<file path="src/rtl/jtag_pkg.sv">
// Shared types and constants for the IEEE 1149.1 TAP controller.
// JTAG_IDCODE_EN selects whether the 32-bit IDCODE register exists (and the IR reset value).
package jtag_pkg;

    localparam int unsigned IR_W = 4;

    localparam logic [IR_W-1:0] OP_EXTEST = 4'b0000;
    localparam logic [IR_W-1:0] OP_SAMPLE = 4'b0001;
    localparam logic [IR_W-1:0] OP_IDCODE = 4'b0010;
    localparam logic [IR_W-1:0] OP_BYPASS = 4'b1111;

    localparam logic [31:0] IDCODE_VAL = 32'h1000_563F;

    // Fixed pattern loaded in Capture-IR; the trailing 01 lets a host find the IR boundary.
    localparam logic [IR_W-1:0] IR_CAPTURE = {{(IR_W-2){1'b0}}, 2'b01};

`ifdef JTAG_IDCODE_EN
    localparam logic [IR_W-1:0] IR_RST = OP_IDCODE;
`else
    localparam logic [IR_W-1:0] IR_RST = OP_BYPASS;
`endif

    typedef enum logic [3:0] {
        StTlr     = 4'hF,
        StRti     = 4'hC,
        StSelDr   = 4'h7,
        StCapDr   = 4'h6,
        StShDr    = 4'h2,
        StEx1Dr   = 4'h1,
        StPauseDr = 4'h3,
        StEx2Dr   = 4'h0,
        StUpdDr   = 4'h5,
        StSelIr   = 4'h4,
        StCapIr   = 4'hE,
        StShIr    = 4'hA,
        StEx1Ir   = 4'h9,
        StPauseIr = 4'hB,
        StEx2Ir   = 4'h8,
        StUpdIr   = 4'hD
    } tap_state_e;

    typedef enum logic [1:0] {
        SelBsr,
        SelBypass,
        SelIdcode
    } dr_sel_e;

    // Unlisted opcodes (and IDCODE when the register is absent) fall back to BYPASS.
    function automatic dr_sel_e decode_ir(input logic [IR_W-1:0] ir);
        if (ir == OP_EXTEST || ir == OP_SAMPLE) begin
            return SelBsr;
        end
`ifdef JTAG_IDCODE_EN
        if (ir == OP_IDCODE) begin
            return SelIdcode;
        end
`endif
        return SelBypass;
    endfunction

endpackage

</file>
<file path="src/rtl/jtag_tap_ctrl_if.sv">
// Pin bundle between the TAP controller and its tester/boundary-chain environment.
// The controller uses the slave modport; the driving side uses master.
interface jtag_tap_ctrl_if;

    logic       TMS;
    logic       TDI;
    logic       bsr_so;
    logic       TDO;
    logic       TDO_en;
    logic       bsr_si;
    logic       shiftDR;
    logic       clockDR;
    logic       updateDR;
    logic       mode;
    logic [3:0] tap_state;

    modport slave (
        input  TMS, TDI, bsr_so,
        output TDO, TDO_en, bsr_si, shiftDR, clockDR, updateDR, mode, tap_state
    );

    modport master (
        output TMS, TDI, bsr_so,
        input  TDO, TDO_en, bsr_si, shiftDR, clockDR, updateDR, mode, tap_state
    );

endinterface

</file>
<file path="src/rtl/jtag_tap_fsm.sv">
// 16-state IEEE 1149.1 TAP state machine: state register plus TMS-driven next-state logic.
module jtag_tap_fsm
    import jtag_pkg::*;
(
    input  logic       TCK,
    input  logic       TRST_n,
    input  logic       tms_i,
    output tap_state_e state_o
);

    tap_state_e state_q, state_d;

    always_ff @(posedge TCK or negedge TRST_n) begin
        if (!TRST_n) begin
            state_q <= StTlr;
        end else begin
            state_q <= state_d;
        end
    end

    always_comb begin
        state_d = state_q;
        unique case (state_q)
            StTlr:     state_d = tms_i ? StTlr     : StRti;
            StRti:     state_d = tms_i ? StSelDr   : StRti;
            StSelDr:   state_d = tms_i ? StSelIr   : StCapDr;
            StCapDr:   state_d = tms_i ? StEx1Dr   : StShDr;
            StShDr:    state_d = tms_i ? StEx1Dr   : StShDr;
            StEx1Dr:   state_d = tms_i ? StUpdDr   : StPauseDr;
            StPauseDr: state_d = tms_i ? StEx2Dr   : StPauseDr;
            StEx2Dr:   state_d = tms_i ? StUpdDr   : StShDr;
            StUpdDr:   state_d = tms_i ? StSelDr   : StRti;
            StSelIr:   state_d = tms_i ? StTlr     : StCapIr;
            StCapIr:   state_d = tms_i ? StEx1Ir   : StShIr;
            StShIr:    state_d = tms_i ? StEx1Ir   : StShIr;
            StEx1Ir:   state_d = tms_i ? StUpdIr   : StPauseIr;
            StPauseIr: state_d = tms_i ? StEx2Ir   : StPauseIr;
            StEx2Ir:   state_d = tms_i ? StUpdIr   : StShIr;
            StUpdIr:   state_d = tms_i ? StSelDr   : StRti;
            default:   state_d = StTlr;
        endcase
    end

    always_comb begin
        state_o = state_q;
    end

endmodule

</file>
<file path="src/rtl/jtag_tap_ctrl.sv">
// TAP controller top: IR, bypass/IDCODE registers, boundary-cell clock gating and TDO mux.
// JTAG_IDCODE_EN adds the IDCODE data register.
module jtag_tap_ctrl
    import jtag_pkg::*;
(
    input  logic           TCK,
    input  logic           TRST_n,
    jtag_tap_ctrl_if.slave bus
);

    tap_state_e      state;
    dr_sel_e         sel;
    logic [IR_W-1:0] ir_sr_q, ir_sr_d;
    logic [IR_W-1:0] ir_q, ir_d;
    logic            bypass_q, bypass_d;
    logic            clkdr_en_q, clkdr_en_d;
    logic            tdo_q, tdo_d;
    logic            tdo_en_q, tdo_en_d;
    logic            idcode_lsb;

    jtag_tap_fsm u_fsm (
        .TCK     (TCK),
        .TRST_n  (TRST_n),
        .tms_i   (bus.TMS),
        .state_o (state)
    );

    assign sel = decode_ir(ir_q);

    // IR shift stage (rising edge).
    always_comb begin
        ir_sr_d = ir_sr_q;
        if (state == StCapIr) begin
            ir_sr_d = IR_CAPTURE;
        end else if (state == StShIr) begin
            ir_sr_d = {bus.TDI, ir_sr_q[IR_W-1:1]};
        end
    end

    always_ff @(posedge TCK or negedge TRST_n) begin
        if (!TRST_n) begin
            ir_sr_q <= IR_CAPTURE;
        end else begin
            ir_sr_q <= ir_sr_d;
        end
    end

    // Active IR moves on the falling edge so decoded controls never change while TCK is high.
    always_comb begin
        ir_d = ir_q;
        if (state == StTlr) begin
            ir_d = IR_RST;
        end else if (state == StUpdIr) begin
            ir_d = ir_sr_q;
        end
    end

    always_ff @(negedge TCK or negedge TRST_n) begin
        if (!TRST_n) begin
            ir_q <= IR_RST;
        end else begin
            ir_q <= ir_d;
        end
    end

    always_comb begin
        bypass_d = bypass_q;
        if (state == StCapDr) begin
            bypass_d = 1'b0;
        end else if (state == StShDr && sel == SelBypass) begin
            bypass_d = bus.TDI;
        end
    end

    always_ff @(posedge TCK or negedge TRST_n) begin
        if (!TRST_n) begin
            bypass_q <= 1'b0;
        end else begin
            bypass_q <= bypass_d;
        end
    end

`ifdef JTAG_IDCODE_EN
    logic [31:0] idcode_q, idcode_d;

    always_comb begin
        idcode_d = idcode_q;
        if (state == StCapDr) begin
            idcode_d = IDCODE_VAL;
        end else if (state == StShDr && sel == SelIdcode) begin
            idcode_d = {bus.TDI, idcode_q[31:1]};
        end
    end

    always_ff @(posedge TCK or negedge TRST_n) begin
        if (!TRST_n) begin
            idcode_q <= IDCODE_VAL;
        end else begin
            idcode_q <= idcode_d;
        end
    end

    assign idcode_lsb = idcode_q[0];
`else
    assign idcode_lsb = 1'b0;
`endif

    // Enable is sampled while TCK is low, so TCK & enable cannot glitch.
    assign clkdr_en_d = (state == StCapDr || state == StShDr) && (sel == SelBsr);

    always_ff @(negedge TCK or negedge TRST_n) begin
        if (!TRST_n) begin
            clkdr_en_q <= 1'b0;
        end else begin
            clkdr_en_q <= clkdr_en_d;
        end
    end

    always_comb begin
        tdo_d    = 1'b0;
        tdo_en_d = 1'b0;
        if (state == StShIr) begin
            tdo_en_d = 1'b1;
            tdo_d    = ir_sr_q[0];
        end else if (state == StShDr) begin
            tdo_en_d = 1'b1;
            case (sel)
                SelBsr:    tdo_d = bus.bsr_so;
                SelIdcode: tdo_d = idcode_lsb;
                default:   tdo_d = bypass_q;
            endcase
        end
    end

    always_ff @(negedge TCK or negedge TRST_n) begin
        if (!TRST_n) begin
            tdo_q    <= 1'b0;
            tdo_en_q <= 1'b0;
        end else begin
            tdo_q    <= tdo_d;
            tdo_en_q <= tdo_en_d;
        end
    end

    assign bus.TDO       = tdo_q;
    assign bus.TDO_en    = tdo_en_q;
    assign bus.bsr_si    = bus.TDI;
    assign bus.shiftDR   = (state == StShDr) && (sel == SelBsr);
    assign bus.clockDR   = TCK & clkdr_en_q;
    assign bus.updateDR  = ~TCK & (state == StUpdDr) & (sel == SelBsr);
    assign bus.mode      = (ir_q == OP_EXTEST);
    assign bus.tap_state = state;

endmodule

</file>
<file path="src/flat_wrapper.sv">
// flat-port wrapper written by rule: the top's interface ports become plain ports
module jtag_tap_ctrl_flat import jtag_pkg::*;
  (TCK, TRST_n, bus_TMS, bus_TDI, bus_bsr_so, bus_TDO, bus_TDO_en, bus_bsr_si, bus_shiftDR, bus_clockDR, bus_updateDR, bus_mode, bus_tap_state);
  jtag_tap_ctrl_if bus_i ();
  input  logic TCK;
  input  logic TRST_n;
  input wire logic [$bits(bus_i.TMS)-1:0] bus_TMS;
  input wire logic [$bits(bus_i.TDI)-1:0] bus_TDI;
  input wire logic [$bits(bus_i.bsr_so)-1:0] bus_bsr_so;
  output wire logic [$bits(bus_i.TDO)-1:0] bus_TDO;
  output wire logic [$bits(bus_i.TDO_en)-1:0] bus_TDO_en;
  output wire logic [$bits(bus_i.bsr_si)-1:0] bus_bsr_si;
  output wire logic [$bits(bus_i.shiftDR)-1:0] bus_shiftDR;
  output wire logic [$bits(bus_i.clockDR)-1:0] bus_clockDR;
  output wire logic [$bits(bus_i.updateDR)-1:0] bus_updateDR;
  output wire logic [$bits(bus_i.mode)-1:0] bus_mode;
  output wire logic [$bits(bus_i.tap_state)-1:0] bus_tap_state;
  assign bus_i.TMS = bus_TMS;
  assign bus_i.TDI = bus_TDI;
  assign bus_i.bsr_so = bus_bsr_so;
  assign bus_TDO = bus_i.TDO;
  assign bus_TDO_en = bus_i.TDO_en;
  assign bus_bsr_si = bus_i.bsr_si;
  assign bus_shiftDR = bus_i.shiftDR;
  assign bus_clockDR = bus_i.clockDR;
  assign bus_updateDR = bus_i.updateDR;
  assign bus_mode = bus_i.mode;
  assign bus_tap_state = bus_i.tap_state;
  jtag_tap_ctrl u_core (.TCK(TCK), .TRST_n(TRST_n), .bus(bus_i));
endmodule
</file>
<file path="config.mk">
export PLATFORM = sky130hd
export DESIGN_NAME = jtag_tap_ctrl_flat
export DESIGN_NICKNAME = d
export VERILOG_FILES = /design/src/rtl/jtag_pkg.sv /design/src/rtl/jtag_tap_ctrl_if.sv /design/src/rtl/jtag_tap_fsm.sv /design/src/rtl/jtag_tap_ctrl.sv /design/src/flat_wrapper.sv
export SDC_FILE = /design/constraint.sdc
export NUM_CORES = 1
export LEC_CHECK = 0
export CAP_MARGIN = 20
export CORE_ASPECT_RATIO = 1.25
export CORE_UTILIZATION = 35
export CTS_BUF_LIST = sky130_fd_sc_hd__clkbuf_8
export DETAILED_ROUTE_END_ITERATION = 10
export DONT_BUFFER_PORTS = 1
export SLEW_MARGIN = 30
export SYNTH_ARGS = -nofsm -noshare
export SYNTH_HDL_FRONTEND = slang
export SYNTH_SLANG_ARGS = --single-unit
</file>
<file path="constraint.sdc">
create_clock -name TCK -period 1.5 [get_ports TCK]
set_clock_uncertainty 0.05 [all_clocks]
set_input_delay 0.15 -clock TCK [delete_from_list [all_inputs] [get_ports TCK]]
set_output_delay 0.15 -clock TCK [all_outputs]
set_load 0.01 [all_outputs]
</file>
==> flow_metrics.env, run 1 <==
export IMPL_crit_fanout=2
export IMPL_antenna_diode_count=0
export IMPL_worst_ep_required_time_ns=1.30
export IMPL_die_width_um=43.4
export IMPL_tightest_slew_ns=0.454
export IMPL_setup_repair_after_global_routing_missed_its_margin="yes"
export IMPL_vias_per_cell=5.33
export IMPL_seq_total_area_yosys=0.548
export IMPL_synthArstFlopShare=1.00
export IMPL_violations="design-rule violations, negative setup slack"
export IMPL_finalInstanceArea_mm2=0.00125
export IMPL_antenna_violations_before_repair=0
export IMPL_clk_latency_ns=0.44
export IMPL_synth_nets=87
export IMPL_crit_path_start_kind="register"
export IMPL_final_report_setup_violation_count=18
export IMPL_average_size_of_a_mapped_cell_um2=9.16
export IMPL_layout_area_overhead_vs_synth_pct=66.2
export IMPL_tritoncts_clock_tree="done"
export IMPL_number_of_enable_flip_flop_cells_after_synthesis=0
export IMPL_post_layout_net_count=120
export IMPL_globalRouteTotalUtil=0.210
export IMPL_cap_viol_max_count=0
export IMPL_synthXorXnorAreaFrac=0
export IMPL_crit_path_cell_trace="or3_4, or4_4, nor2_4"
export IMPL_placed_wire_length_estimate_after_detailed_placement_mm=1.14
export IMPL_synth_ff_type="dfstp_2"
export IMPL_die_area_mm2=0.00234
export IMPL_core_area_mm2=0.00200
export IMPL_ir_drop_uv=989
export IMPL_drtPass1Iterations=7
export IMPL_dominant_combinational_cell_family_by_area_after_synthesis="simple AND/OR/NAND/NOR gates"
export IMPL_routed_antenna_nets=0
export IMPL_yosys_register_bits=16
export IMPL_worst_setup_path_end_kind="primary output"
export IMPL_synth_compound_area_frac=0.152
export IMPL_dieHeight_um=53.8
export IMPL_min_path_type="input port to asynchronous set/reset pin"
export IMPL_timing_final_hold_violations=0
export IMPL_power_dissipated_by_switching_net_loads_w=0.00117
export IMPL_unique_cell_type_count_in_the_yosys_netlist=27
export IMPL_gr_total_overflow=0
export IMPL_combPwrFrac=0.479
export IMPL_synth_area_um2=751
export IMPL_yosys_area_share_adder=0
export IMPL_routed_wirelength_mm=2.13
export IMPL_signal_arrival_time_at_the_worst_endpoint_ns=2.48
export IMPL_gp_congestion=0.743
export IMPL_pwr_share_clk=0.240
export IMPL_synth_area_mux_share=0
export IMPL_worst_setup_hold_path_clk_slew_ns=0.05
export IMPL_synth_top_cells_by_area="dfstp_2, dfrtp_1, dfrtn_1, o21ai_0, nand2_1"
export IMPL_cp_slowest_stage_delay_ns=0.44
export IMPL_critical_path_n_buffers_inverters=0
export IMPL_yosysTopAreaCellShare=0.315
export IMPL_finalMaxSlewViolations=0
export IMPL_total_number_of_vias=720
export IMPL_first_global_vias=743
export IMPL_timing_setup_critical_path_class="register to primary output"
export IMPL_synthCells=82
export IMPL_power_switching_fraction=0.363
export IMPL_power_per_cell_area_mw_per_mm2=2590
export IMPL_p_leak_nw=0.562
export IMPL_slowest_stage="or4_4"
export IMPL_seq_power_share=0.281
export IMPL_grt_first_pass_wirelength_mm=3.18
export IMPL_timing_critical_path_max_delay_family="simple AND/OR/NAND/NOR gates"
export IMPL_fin_ws_ns=-1.18
export IMPL_status="finished with violations"
export IMPL_grt_max_degree=12
export IMPL_core_rowCount=18
export IMPL_yosys_warnings=0
export IMPL_final_layout_size_suffix_gt1_frac=0.565
export IMPL_io_pins=16
export IMPL_power_report_internal_total_w=0.00206
export IMPL_wl_per_cell_um=15.8
export IMPL_yosysTopAreaCell="dfstp_2"
export IMPL_port_buffers=0
export IMPL_synth_common_cells="nand2_1, o21ai_0, nor2_1"
export IMPL_synth_simple_area_share=0.257
export IMPL_drtIter0Drc=16
export IMPL_fin_worst_hold_slack_ns=0.0396
export IMPL_filler_cell_count=142
export IMPL_floorplan_initialDensity=0.375
export IMPL_detailed_place_area_um2=882
export IMPL_relSlewSlack=0.696
export IMPL_drc=4
-- worst paths after layout --
check	start	end	slack, ns	cells past startpoint
worst max register to register	u_core.ir_q[2]$_DFFE_NN1P_	u_core.bypass_q$_DFFE_PN0P_	-0.41	4
worst min-delay path	TRST_n	u_core.bus.TDO$_DFF_NN0_	0.04	0
worst min register to register	u_core.ir_sr_q[0]$_DFFE_PN1N_	u_core.ir_sr_q[0]$_DFFE_PN1N_	0.45	2
worst max-delay path	u_core.ir_q[3]$_DFFE_NN1P_	bus_updateDR	-1.18	3
max in group asynchronous	TRST_n	u_core.ir_sr_q[0]$_DFFE_PN1N_	0.94	1
min in group TCK	bus_TDI	bus_bsr_si	0.25	0
-- area by class of cell --
class	count	area, µm²	share of cell area
timing repair buffer	26	254	0.204
multi-input combinational	59	420	0.337
clock inverter	6	36.3	0.0291
inverter	1	3.75	0.00301
clock buffer	7	96.3	0.0772
sequential	16	412	0.330
tap	20	25.0	0.0201
-- registers in the layout, summed over array words and instances, names as in the netlist --
signal                cells
u_core.bus.TDO            1
u_core.u_fsm.state_o      4
u_core.clkdr_en_q         1
u_core.ir_sr_q            4
u_core.bypass_q           1
u_core.ir_q               4
u_core.bus.TDO_en         1
-- metal layers --
metal	part of all wire	global-route usage	vias to the layer above
li1	-	-	342
met1	0.41	0.204	342
met2	0.50	0.326	26
met3	0.051	0.111	10
met4	0.034	0.182	0
met5	0	0	-
-- power by group through the flow --
stage / clock, W / combinational (W) / sequential [W]
after floorplan: 0.0000385 / 0.000680 / 0.000864
after global placement: 0.0000385 / 0.000913 / 0.000878
after detailed placement: 0.0000385 / 0.000927 / 0.000884
after CTS: 0.000776 / 0.00135 / 0.000885
after global routing: 0.000831 / 0.00165 / 0.000928
final: 0.000775 / 0.00155 / 0.000905
-- kinds of logic (layout without fill, tap and decap cells) --
kind of cell | count (synthesis) | after routing
compound gates | 20 | 20
simple gates | 39 | 39
buf+inv | 7 | 40
flops | 16 | 16
-- placed cells by master (no fill, tap or decap), types with 2 or more instances in the layout --
master / n
nand2_2: 5
buf_4: 16
o21ai_0: 7
nor2_4: 2
buf_6: 5
nor2b_1: 2
o21ai_2: 5
dfrtn_1: 3
nand2_1: 7
dlygate4sd3_1: 3
dfrtp_1: 4
nor2_1: 7
inv_1: 5
nand2b_1: 3
dfstp_2: 9
clkbuf_8: 7
-- per-stage QoR --
step,instances,setup TNS [ns],setup slack (ns),power (W),utilization
4_1_cts,133,-6.60,-1.17,0.00301,0.591
5_1_grt,135,-7.39,-1.23,0.00341,0.622
3_3_place_gp,110,-4.01,-0.714,0.00183,0.440
2_1_floorplan,82,-4.08,-0.736,0.00158,-
3_5_place_dp,110,-4.09,-0.716,0.00185,0.440
6_report,135,-6.93,-1.18,0.00323,0.622
-- repair_timing --
item                                    4_1_cts  5_1_grt
hold buffers                                  3        0
pin swaps                                     3        3
gates resized for setup                      16       13
setup buffers                                 7        3
hold endpoints to repair                     15        0
cloned                                        1        0
endpoints found under the setup margin       18       22
(Power assumes the default switching activity.)
==> run 2: changes to the inputs <==
Settings changed: CORE_MARGIN set to 2.
==> run 2 against run 1 <==
  * The run ends with negative setup slack left
  * First-iteration DRC count up 6.3%
  * Non-clock buffer count is 1 higher
  * Flip-flop and latch count is the same
  * Total power fell by 6.2%
  * Count of clock-buffer cells in the layout unchanged
  * Sequential power shrank 3.3%
  * Core utilization is 1.9 points lower
  * Design area fell by 3.1%
  * Setup slack better by 0.0055 ns
  * Critical path type unchanged
  * Highest routed layer unchanged
==> flow_metrics.env, run 2 (same netlist as run 1, synthesis figures left out) <==
export IMPL_fin_ws_ns=-1.17
export IMPL_antenna_diode_count=0
export IMPL_crit_fanout=2
export IMPL_power_per_cell_area_mw_per_mm2=2500
export IMPL_antenna_violations_before_repair=0
export IMPL_status="finished with violations"
export IMPL_die_area_mm2=0.00253
export IMPL_total_number_of_vias=709
export IMPL_p_leak_nw=0.539
export IMPL_mostFrequentLayoutCell="buf_4"
export IMPL_core_area_mm2=0.00200
export IMPL_tightest_slew_ns=0.429
export IMPL_drtIter0Drc=17
export IMPL_detailed_place_area_um2=890
export IMPL_final_layout_size_suffix_gt1_frac=0.534
export IMPL_routed_top_layer="met4"
export IMPL_drtPass1Iterations=4
export IMPL_violations="negative setup slack"
export IMPL_cp_slowest_stage_delay_ns=0.44
export IMPL_finalInstanceArea_mm2=0.00121
export IMPL_tritoncts_clock_tree="done"
export IMPL_cap_viol_max_count=0
export IMPL_signal_arrival_time_at_the_worst_endpoint_ns=2.47
export IMPL_setup_repair_after_global_routing_missed_its_margin="yes"
export IMPL_dr_wl_met2_mm=1.14
export IMPL_totalPowerFinal_w=0.00303
export IMPL_drc=0
export IMPL_worst_setup_path_end_kind="primary output"
export IMPL_dieHeight_um=55.8
export IMPL_worst_ep_required_time_ns=1.30
export IMPL_globalRouteTotalUtil=0.187
export IMPL_finalMaxSlewViolations=0
export IMPL_crit_path_cell_trace="or3_4, or4_4, nor2_4"
export IMPL_min_path_type="input port to asynchronous set/reset pin"
export IMPL_non_filler_cells_in_the_finished_layout=136
export IMPL_timing_final_hold_violations=0
export IMPL_io_pins=16
export IMPL_clk_latency_ns=0.43
export IMPL_final_report_setup_violation_count=18
export IMPL_placed_insts=111
export IMPL_m1WireLength_um=758
export IMPL_port_buffers=0
export IMPL_layout_area_overhead_vs_synth_pct=61.0
export IMPL_layout_common_cells="buf_4, buf_6, dfstp_2"
export IMPL_core_rowCount=18
export IMPL_routed_antenna_nets=0
export IMPL_first_global_vias=786
export IMPL_grt_first_pass_wirelength_mm=3.22
export IMPL_gr_total_overflow=0
export IMPL_post_layout_net_count=121
export IMPL_path_depth=3
export IMPL_r2r_setup_slack_ns=-0.41
export IMPL_routed_wirelength_mm=2.02
export IMPL_grt_max_degree=10
export IMPL_vias_per_cell=5.21
export IMPL_placed_wire_length_estimate_after_detailed_placement_mm=1.13
export IMPL_gp_congestion=0.692
export IMPL_met3RoutedLength_um=88
export IMPL_wl_per_cell_um=14.9
export IMPL_die_width_um=45.4
export IMPL_fin_worst_hold_slack_ns=0.0448
export IMPL_critical_path_n_buffers_inverters=0
export IMPL_relSlewSlack=0.713
export IMPL_slowest_stage="or4_4"
export IMPL_fin_tns_setup_ns=-6.86
export IMPL_reg2regPathDepth=4
export IMPL_floorplan_initialDensity=0.375
export IMPL_crit_path_start_kind="register"
export IMPL_timing_critical_path_max_delay_family="simple AND/OR/NAND/NOR gates"
export IMPL_timing_setup_critical_path_class="register to primary output"
export IMPL_worst_setup_hold_path_clk_slew_ns=0.04
export IMPL_ir_drop_uv=1110
[run 2: changes by cell type in the layout (fill, tap and decap cells not counted), sizes merged]
cell    before  now
bufinv       1    0
buf         22   24
bufbuf       1    0
clkinv       0    1
[run 2: where the power goes]
part           total, W  switching, W  internal, W  leakage (nW)
clock network  0.000681      0.000239     0.000441        0.0898
logic           0.00147      0.000713     0.000757         0.261
registers      0.000875      0.000166     0.000709         0.189
total           0.00303       0.00112      0.00191         0.539
[run 2: repair_timing]
item / 4_1_cts / 5_1_grt
pin swaps: 4 / 8
resized for setup: 20 / 12
setup buffers: 6 / 6
endpoints found under the setup margin: 18 / 22
hold buffers: 3 / 0
cloned: 1 / 0
endpoints found under the hold margin: 15 / 0
[run 2: final cells by class]
class | instances | area, µm²
Sequential cell | 16 | 412
Tap cell | 20 | 25.0
Fill cell | 146 | 796
Inverter | 1 | 3.75
Clock buffer | 7 | 96.3
Multi-Input combinational cell | 59 | 399
Clock inverter | 6 | 23.8
Timing Repair Buffer | 27 | 249
[run 2: path summary, 6_finish.rpt]
| check | to | startpoint |
|---|---|---|
| hold / removal | u_core.clkdr_en_q$_DFF_NN0_ | TRST_n |
| hold reg to reg | u_core.ir_sr_q[0]$_DFFE_PN1N_ | u_core.ir_sr_q[0]$_DFFE_PN1N_ |
| max in group asynchronous | u_core.u_fsm.state_o[3]$_DFF_PN1_ | TRST_n |
| min in group TCK | bus_bsr_si | bus_TDI |
| setup reg to reg | u_core.bypass_q$_DFFE_PN0P_ | u_core.ir_q[1]$_DFFE_NN1P_ |
| setup / recovery | bus_updateDR | u_core.ir_q[2]$_DFFE_NN1P_ |
[run 2: through the flow]
stage,utilization,setup WS (ns)
CTS,0.580,-1.18
floorplan,-,-0.736
global route,0.603,-1.21
detailed placement,0.444,-0.713
finish,0.603,-1.17
global placement,0.444,-0.710
[run 2: layer usage]
layer,vias up,GRT usage
met1,341,0.176
met2,17,0.282
li1,347,-
met3,4,0.0779
met5,-,0
met4,0,0.181
